File: src/rtl/chip8_timers.sv
// CHIP-8 delay and sound timers: bus-readable/writable 8-bit counters decremented
// by a free-running 60 Hz prescaler, with a square-wave buzzer while sound is nonzero.
module chip8_timers #(
    parameter int TICK_DIV = 416667,
    parameter int TONE_DIV = 28409
) (
    input  logic       clk,
    input  logic       rst_n,
    input  logic       cs_delay,
    input  logic       cs_sound,
    input  logic       wr_en,
    input  logic       rd_en,
    input  logic [7:0] wdata,
    output logic [7:0] rdata,
    output logic       rd_valid,
    output logic       tick60,
    output logic       sound_active,
    output logic       buzzer
);

    localparam int PRE_W  = $clog2(TICK_DIV);
    localparam int TONE_W = (TONE_DIV > 1) ? $clog2(TONE_DIV) : 1;
    localparam logic [PRE_W-1:0]  PRE_LAST  = PRE_W'(TICK_DIV - 1);
    localparam logic [TONE_W-1:0] TONE_LAST = TONE_W'(TONE_DIV - 1);

    logic [PRE_W-1:0]  r_pre;
    logic [TONE_W-1:0] r_tone;
    logic [7:0]        r_delay;
    logic [7:0]        r_sound;
    logic [7:0]        r_rdata;
    logic              r_rd_valid;
    logic              r_tick;
    logic              r_buzzer;

    logic       w_wr_delay;
    logic       w_wr_sound;
    logic       w_rd_hit;
    logic       w_tone_restart;
    logic [7:0] w_delay_nxt;
    logic [7:0] w_sound_nxt;

    // Read handshake: a read strobe qualified by either select is accepted
    // unconditionally; rd_valid pulses for one cycle on the following cycle with
    // rdata holding the pre-edge timer value, and rdata holds otherwise.
    assign w_wr_delay     = wr_en & cs_delay;
    assign w_wr_sound     = wr_en & cs_sound;
    assign w_rd_hit       = rd_en & (cs_delay | cs_sound);
    assign w_tone_restart = w_wr_sound & (wdata != 8'd0);

    always_comb begin
        w_delay_nxt = r_delay;
        w_sound_nxt = r_sound;
        if (w_wr_delay) begin
            w_delay_nxt = wdata;
        end else if (r_tick && (r_delay != 8'd0)) begin
            w_delay_nxt = r_delay - 8'd1;
        end
        if (w_wr_sound) begin
            w_sound_nxt = wdata;
        end else if (r_tick && (r_sound != 8'd0)) begin
            w_sound_nxt = r_sound - 8'd1;
        end
    end

    always_ff @(posedge clk or negedge rst_n) begin
        if (!rst_n) begin
            r_pre  <= '0;
            r_tick <= 1'b0;
        end else begin
            r_tick <= (r_pre == PRE_LAST);
            r_pre  <= (r_pre == PRE_LAST) ? '0 : r_pre + 1'b1;
        end
    end

    always_ff @(posedge clk or negedge rst_n) begin
        if (!rst_n) begin
            r_delay <= 8'd0;
            r_sound <= 8'd0;
        end else begin
            r_delay <= w_delay_nxt;
            r_sound <= w_sound_nxt;
        end
    end

    always_ff @(posedge clk or negedge rst_n) begin
        if (!rst_n) begin
            r_rdata    <= 8'd0;
            r_rd_valid <= 1'b0;
        end else begin
            r_rd_valid <= w_rd_hit;
            if (w_rd_hit) begin
                r_rdata <= cs_delay ? r_delay : r_sound;
            end
        end
    end

    // A fresh nonzero sound write restarts the tone at phase 0 even if already sounding.
    always_ff @(posedge clk or negedge rst_n) begin
        if (!rst_n) begin
            r_tone   <= '0;
            r_buzzer <= 1'b0;
        end else if (w_tone_restart || (r_sound == 8'd0)) begin
            r_tone   <= '0;
            r_buzzer <= 1'b0;
        end else if (r_tone == TONE_LAST) begin
            r_tone   <= '0;
            r_buzzer <= ~r_buzzer;
        end else begin
            r_tone <= r_tone + 1'b1;
        end
    end

    assign rdata        = r_rdata;
    assign rd_valid     = r_rd_valid;
    assign tick60       = r_tick;
    assign sound_active = (r_sound != 8'd0);
    assign buzzer       = r_buzzer;

endmodule

File: config.mk
export PLATFORM = sky130hd
export DESIGN_NAME = chip8_timers
export DESIGN_NICKNAME = d
export VERILOG_FILES = /design/src/rtl/chip8_timers.sv
export SDC_FILE = /design/constraint.sdc
export NUM_CORES = 1
export LEC_CHECK = 0
export CORE_MARGIN = 3
export CORE_UTILIZATION = 58
export CTS_CLUSTER_SIZE = 25
export DETAILED_ROUTE_END_ITERATION = 7
export PLACE_DENSITY = 0.85
export SLEW_MARGIN = 20
export SYNTH_ARGS = -nofsm -noshare
export SYNTH_HDL_FRONTEND = slang
export SYNTH_SLANG_ARGS = --single-unit
File: constraint.sdc
create_clock -name clk -period 4.49 [get_ports clk]
set_input_delay 0.898 -clock clk [delete_from_list [all_inputs] [get_ports clk]]
set_output_delay 0.898 -clock clk [all_outputs]
set_load 0.05 [all_outputs]
==> run_results.csv, run 1 <==
group,metric,value,unit
run_status,status,"completed",
worst_setup_path,timing_worst_setup_path_type,"reg2out",
clock_network,clock_path_buffers,2,
logic_synthesis,syn-cell-area,3170,um^2
worst_setup_path,arrival,2.58,ns
grt,grt_util_met1,0.296,
drt,wirelength,6580,um
floorplan,pin_count,26,
grt,grt.total_usage,0.232,
logic_synthesis,synth_edf_count,0,
cells_and_area,n_antenna_cell,0,
drt,ant_nets,0,
clock_network,postCtsSetupRepairBufs,0,
grt,grt_max_degree,62,
drt,vias_per_cell,5.81,
clock_network,numCtsBuffers,9,
grt,overflow,0,
worst_setup_path,cp_data_required_time,3.59,ns
pwr,power,1320,uW
worst_setup_path,crit_family,"simple AND/OR/NAND/NOR gates",
pwr,power.density,361,nW/um^2
worst_setup_path,path_buf_inv,1,
place,routabilityCongestion,0.900,
cells_and_area,nets,381,
worst_setup_path,start_kind,"register",
timing,finalCritPeriodShare,0.774,
pwr,leakage,0.00157,uW
grt,grt_pass1_vias,2430,
timing,fin_tns_setup,0,ns
drt,detail_route.first_pass.iterations,4,
drt,route.detailed.drc,0,
floorplan,die_area,6390,um^2
clock_network,cts_hold_buf,0,
worst_hold_path,hold_depth,2,
logic_synthesis,synth_cell_type_count,47,
cells_and_area,final_common_cell,"dfrtp_1",
drt,wire_per_inst,15.2,um
logic_synthesis,ys.flop_type,"dfrtp_1",
clock_network,cts_tree,"done",
timing,drv_slew,0,
grt,antenna_found_initial,0,
logic_synthesis,ys_seq_area_frac,0.481,
cells_and_area,layout_common_cells,"dfrtp_1, nor2_1, clkdlybuf4s50_1, a21oi_1",
floorplan,die_h,80.0,um
drt,vias,2514,
place,dp_cells,419,
worst_setup_path,max_stage_delay,0.78,ns
floorplan,die_width,80.0,um
floorplan,core_area,5200,um^2
clock_network,cts.sinks,61,
grt,grt_pass1_wl,11300,um
grt,top_usage_layer,"met2",
cells_and_area,stdcell_area,3650,um^2
worst_setup_path,end_kind,"output pin",
logic_synthesis,postSynth.asyncResetShare,1.00,
floorplan,rows,26,
worst_setup_path,critPathSlowestCell,"clkdlybuf4s50_1",
timing,clock_skew,0.00518,ns
logic_synthesis,ys_ff_latch,61,
timing,clock.fmax,288,MHz
worst_setup_path,cp_max_fo,6,
timing,fin_crit,3.47,ns
timing,slew_headroom,0.403,
worst_setup_path,rr_worst_depth,4,
logic_synthesis,syn_avg_cell_area,9.58,um^2
grt,grt_util_met2,0.372,
cells_and_area,drive_gt1_frac,0.0689,
clock_network,cts_root_buf,"clkbuf_8",
worst_setup_path,critical_path.cell_chain,"nor4_1 > nand2_1 > clkdlybuf4s50_1",
logic_synthesis,synth_cells,331,
grt,grtUsageMet3,0.0609,
place,io_buffers,25,
flow_run,maxCapViolations,0,
floorplan,start_util,0.609,
place,dpl-instance-area,3470,um^2
cells_and_area,fillCellCount,390,
pwr,ir_drop,0.000259,V
worst_hold_path,hold_class,"reg2reg",
place,post-dp-hpwl,4570,um
worst_setup_path,reg2reg_slack,2.39,ns
worst_setup_path,critical_path_depth,3,
clock_network,h-tree-depth,3,
timing,hold_viol,0,
clock_network,post_cts_resized,0,
timing,rsz0062_at_grt,"no",
clock_network,path_clk_slew,0.06,ns
cells_and_area,syn2layout_area_growth,15.2,%
clock_network,clk_latency,0.34,ns
logic_synthesis,yosysWarnings,0,
logic_synthesis,synth_nets,352,
timing,setup_viol,0,
cells_and_area,final_cells,433,
timing,worst_pin_slew,0.890,ns
drt,drtIter0Drc,175,
stage by stage:
stage	hold WS, ns	utilization	setup slack [ns]
after floorplan	0.456	-	2.08
after global placement	0.460	0.666	1.50
after detailed placement	0.472	0.667	1.40
after CTS	0.486	0.702	1.02
after global routing	0.498	0.702	0.846
final	0.485	0.702	1.02
kinds of logic after synthesis:
kind of cell	Yosys count	share of synthesized area
AO/OA/AOI/OAI	55	0.101
flip-flops	61	0.481
buffers and inverters	28	0.0387
multiplexers	14	0.0450
adder cells (fa/ha/maj)	7	0.0276
AND/OR/NAND/NOR	136	0.224
XOR/XNOR	30	0.0828
state kept, by name, indices dropped and copies added, names as in the netlist:
name      cells
r_tone       15
rd_valid      1
r_pre        19
tick60        1
rdata         8
r_delay       8
r_sound       8
buzzer        1
tightest hold or removal path, stage by stage (launching register included):
cell and delay [ns]:
dfrtp_1 0.34, nand2_1 0.04, o21ai_0 0.07
layer usage:
metal	part of all wire	wire length, um
met5	0	0
met4	0.019	125
met3	0.055	364
met2	0.49	3200
met1	0.44	2890
where the power goes:
part	switching, uW	internal (uW)	total [uW]
Sequential	52.5	594	647
Combinational	127	84.4	212
Clock	197	265	462
Yosys cell counts, types with 2 or more instances:
cell type  instances  share of area
a211oi_1           2         0.0047
a21boi_0           3         0.0071
a21oi_1           22          0.035
a31oi_1            4         0.0079
and3_1             8          0.016
buf_2              2         0.0032
buf_6              2         0.0071
clkbuf_1           3         0.0036
dfrtp_1           61           0.48
ha_1               7          0.028
inv_1             20          0.024
mux2_2             2         0.0071
mux2i_1           12          0.038
nand2_1           21          0.025
nand3_1           16          0.025
nand4_1            7          0.014
nor2_1            43          0.051
nor3_1            10          0.016
nor3b_1            2         0.0047
nor4_1             8          0.016
nor4b_1            2         0.0055
o21ai_0           14          0.022
o31ai_1            4         0.0095
or3_1              5         0.0099
xnor2_1           21          0.058
xor2_1             9          0.025
area by class of cell:
class	instances	area, um^2	area share
sequential	61	1530	0.418
timing repair buffer	26	253	0.0692
multi-input combinational	242	1530	0.419
tap	70	87.6	0.0240
clock buffer	12	145	0.0397
inverter	20	75.1	0.0205
clock inverter	2	35.0	0.00959
path summary, 6_finish.rpt:
| check | end | from |
|---|---|---|
| hold reg to reg | rdata[7] | rdata[7] |
| hold / removal | rdata[7] | rdata[7] |
| max in group asynchronous | r_pre[0] | rst_n |
| setup reg to reg | r_sound[1] | r_sound[4] |
| setup / recovery | sound_active | r_sound[4] |
| min in group asynchronous | rdata[4] | rst_n |
Power figures use the tool's default switching activity.
==> run 2, diff against run 1 <==
Clock period 4.49 ns to 3.4 ns, I/O delays scaled along.
==> run_results.csv, run 2 (synthesis results as in run 1) <==
group,metric,value,unit
timing,hold_viol,0,
worst_setup_path,reg2reg_slack,1.38,ns
pwr,leakage,0.00158,uW
drt,wl_met1,2950,um
cells_and_area,drive_gt1_frac,0.0788,
place,routabilityCongestion,0.893,
place,dp_cells,423,
worst_setup_path,end_kind,"output pin",
pwr,ir_drop,0.000277,V
timing,clock_skew,0.00717,ns
drt,route.detailed.drc,0,
drt,wirelength,6410,um
drt,ant_nets,0,
worst_setup_path,cp_max_fo,5,
drt,dr.max_layer_used,"met4",
grt,antenna_found_initial,0,
drt,detail_route.first_pass.iterations,4,
worst_setup_path,critical_path.cell_chain,"inv_1 > ha_1 > nor3b_1 > nand2_1 > clkdlybuf4s50_1",
clock_network,cts_hold_buf,0,
pwr,power.density,478,nW/um^2
worst_setup_path,crit_family,"buffers and inverters",
worst_setup_path,path_buf_inv,2,
grt,grt_max_degree,50,
clock_network,numCtsBuffers,9,
worst_setup_path,cp_data_required_time,2.72,ns
clock_network,cts_root_buf,"clkbuf_8",
cells_and_area,largest-register,"r_pre",
clock_network,clock_path_buffers,2,
clock_network,cts_tree,"done",
cells_and_area,final_common_cell,"dfrtp_1",
drt,met3_length,347,um
clock_network,h-tree-depth,3,
grt,grt_pass1_vias,2486,
clock_network,clk_latency,0.34,ns
worst_setup_path,critPathSlowestCell,"clkdlybuf4s50_1",
timing,finalCritPeriodShare,0.867,
drt,wire_per_inst,14.6,um
floorplan,die_width,80.0,um
grt,overflow,0,
clock_network,postCtsSetupRepairBufs,0,
timing,fin_crit,2.95,ns
grt,grt.total_usage,0.229,
timing,rsz0062_at_grt,"no",
drt,vias_per_cell,5.82,
flow_run,maxCapViolations,0,
worst_setup_path,startpoint,"r_sound[1]",
drt,vias,2547,
cells_and_area,final_cells,438,
place,io_buffers,25,
cells_and_area,largest_reg_flops,19,
worst_hold_path,hold_class,"in2async",
worst_setup_path,max_stage_delay,0.74,ns
cells_and_area,nets,385,
drt,wl_met2,2970,um
timing,worst_pin_slew,0.815,ns
worst_setup_path,arrival,2.27,ns
drt,drtIter0Drc,160,
clock_network,cts.sinks,61,
cells_and_area,largestRegisters,"r_pre (19), r_tone (15)",
timing,slew_headroom,0.449,
timing,clock.fmax,339,MHz
place,post-dp-hpwl,4590,um
floorplan,die_area,6390,um^2
floorplan,start_util,0.609,
timing,setup_viol,0,
floorplan,pin_count,26,
timing,fin_tns_setup,0,ns
cells_and_area,layout_common_cells,"dfrtp_1, nor2_1, clkdlybuf4s50_1, a21oi_1",
run_status,status,"completed",
worst_setup_path,timing_worst_setup_path_type,"reg2out",
clock_network,post_cts_resized,0,
worst_setup_path,rr_worst_depth,6,
cells_and_area,syn2layout_area_growth,16.3,%
floorplan,die_h,80.0,um
worst_setup_path,start_kind,"register",
timing,drv_slew,0,
worst_setup_path,reg2reg_to,"r_delay[0]",
cells_and_area,n_antenna_cell,0,
grt,grt_pass1_wl,11200,um
clock_network,path_clk_slew,0.06,ns
floorplan,rows,26,
worst_setup_path,rr_startpoint,"r_delay[0]",
floorplan,core_area,5200,um^2
-- run 2: changes by cell type in the layout (fill, tap and decap cells not counted), sizes merged --
| cell | change |
|---|---|
| buf | +4 |
| clkbuf | +2 |
| clkinv | -1 |
-- run 2: power by group --
part	switching, uW	internal, uW
Sequential	67.4	785
Combinational	167	114
Clock	254	375
Total	489	1270
-- run 2: worst max path at each step --
stage	endpoint	slack, ns	cells after the start
2_1_floorplan	sound_active	1.21	3
3_3_place_gp	sound_active	0.89	5
3_5_place_dp	sound_active	0.84	5
4_1_cts	sound_active	0.46	5
5_1_grt	sound_active	0.36	5
6_report	sound_active	0.45	5
-- run 2: stage by stage --
stage          cell area [um^2]  power [uW]  utilization  hold WS (ns)  worst slack (ns)
3_5_place_dp               3490        1140        0.671         0.470             0.838
4_1_cts                    3690        1780        0.708         0.483             0.463
3_3_place_gp               3490        1130        0.671         0.462             0.893
2_1_floorplan              3170        1040            -         0.384              1.21
5_1_grt                    3690        1850        0.709         0.395             0.358
6_report                   3690        1760        0.709         0.355             0.452
-- run 2: layout make-up --
cell class | count | area (um^2)
Sequential cell | 61 | 1530
Multi-Input combinational cell | 242 | 1520
Fill cell | 374 | 1520
Timing Repair Buffer | 30 | 285
Clock buffer | 14 | 163
Tap cell | 70 | 87.6
Inverter | 20 | 75.1
Clock inverter | 1 | 30.0
-- run 2: routing by layer --
metal | track usage | vias to the layer above
met4 | 0.122 | 0
li1 | - | 1230
met2 | 0.354 | 70
met3 | 0.0474 | 10
met1 | 0.300 | 1237
met5 | 0 | -
-- run 2: worst reg2reg max path: stages (launching register included) --
cell and delay [ns]:
dfrtp_1 0.41, inv_1 0.12, ha_1 0.24, or3b_2 0.47
o31ai_1 0.39, xnor2_1 0.17, a21oi_1 0.08
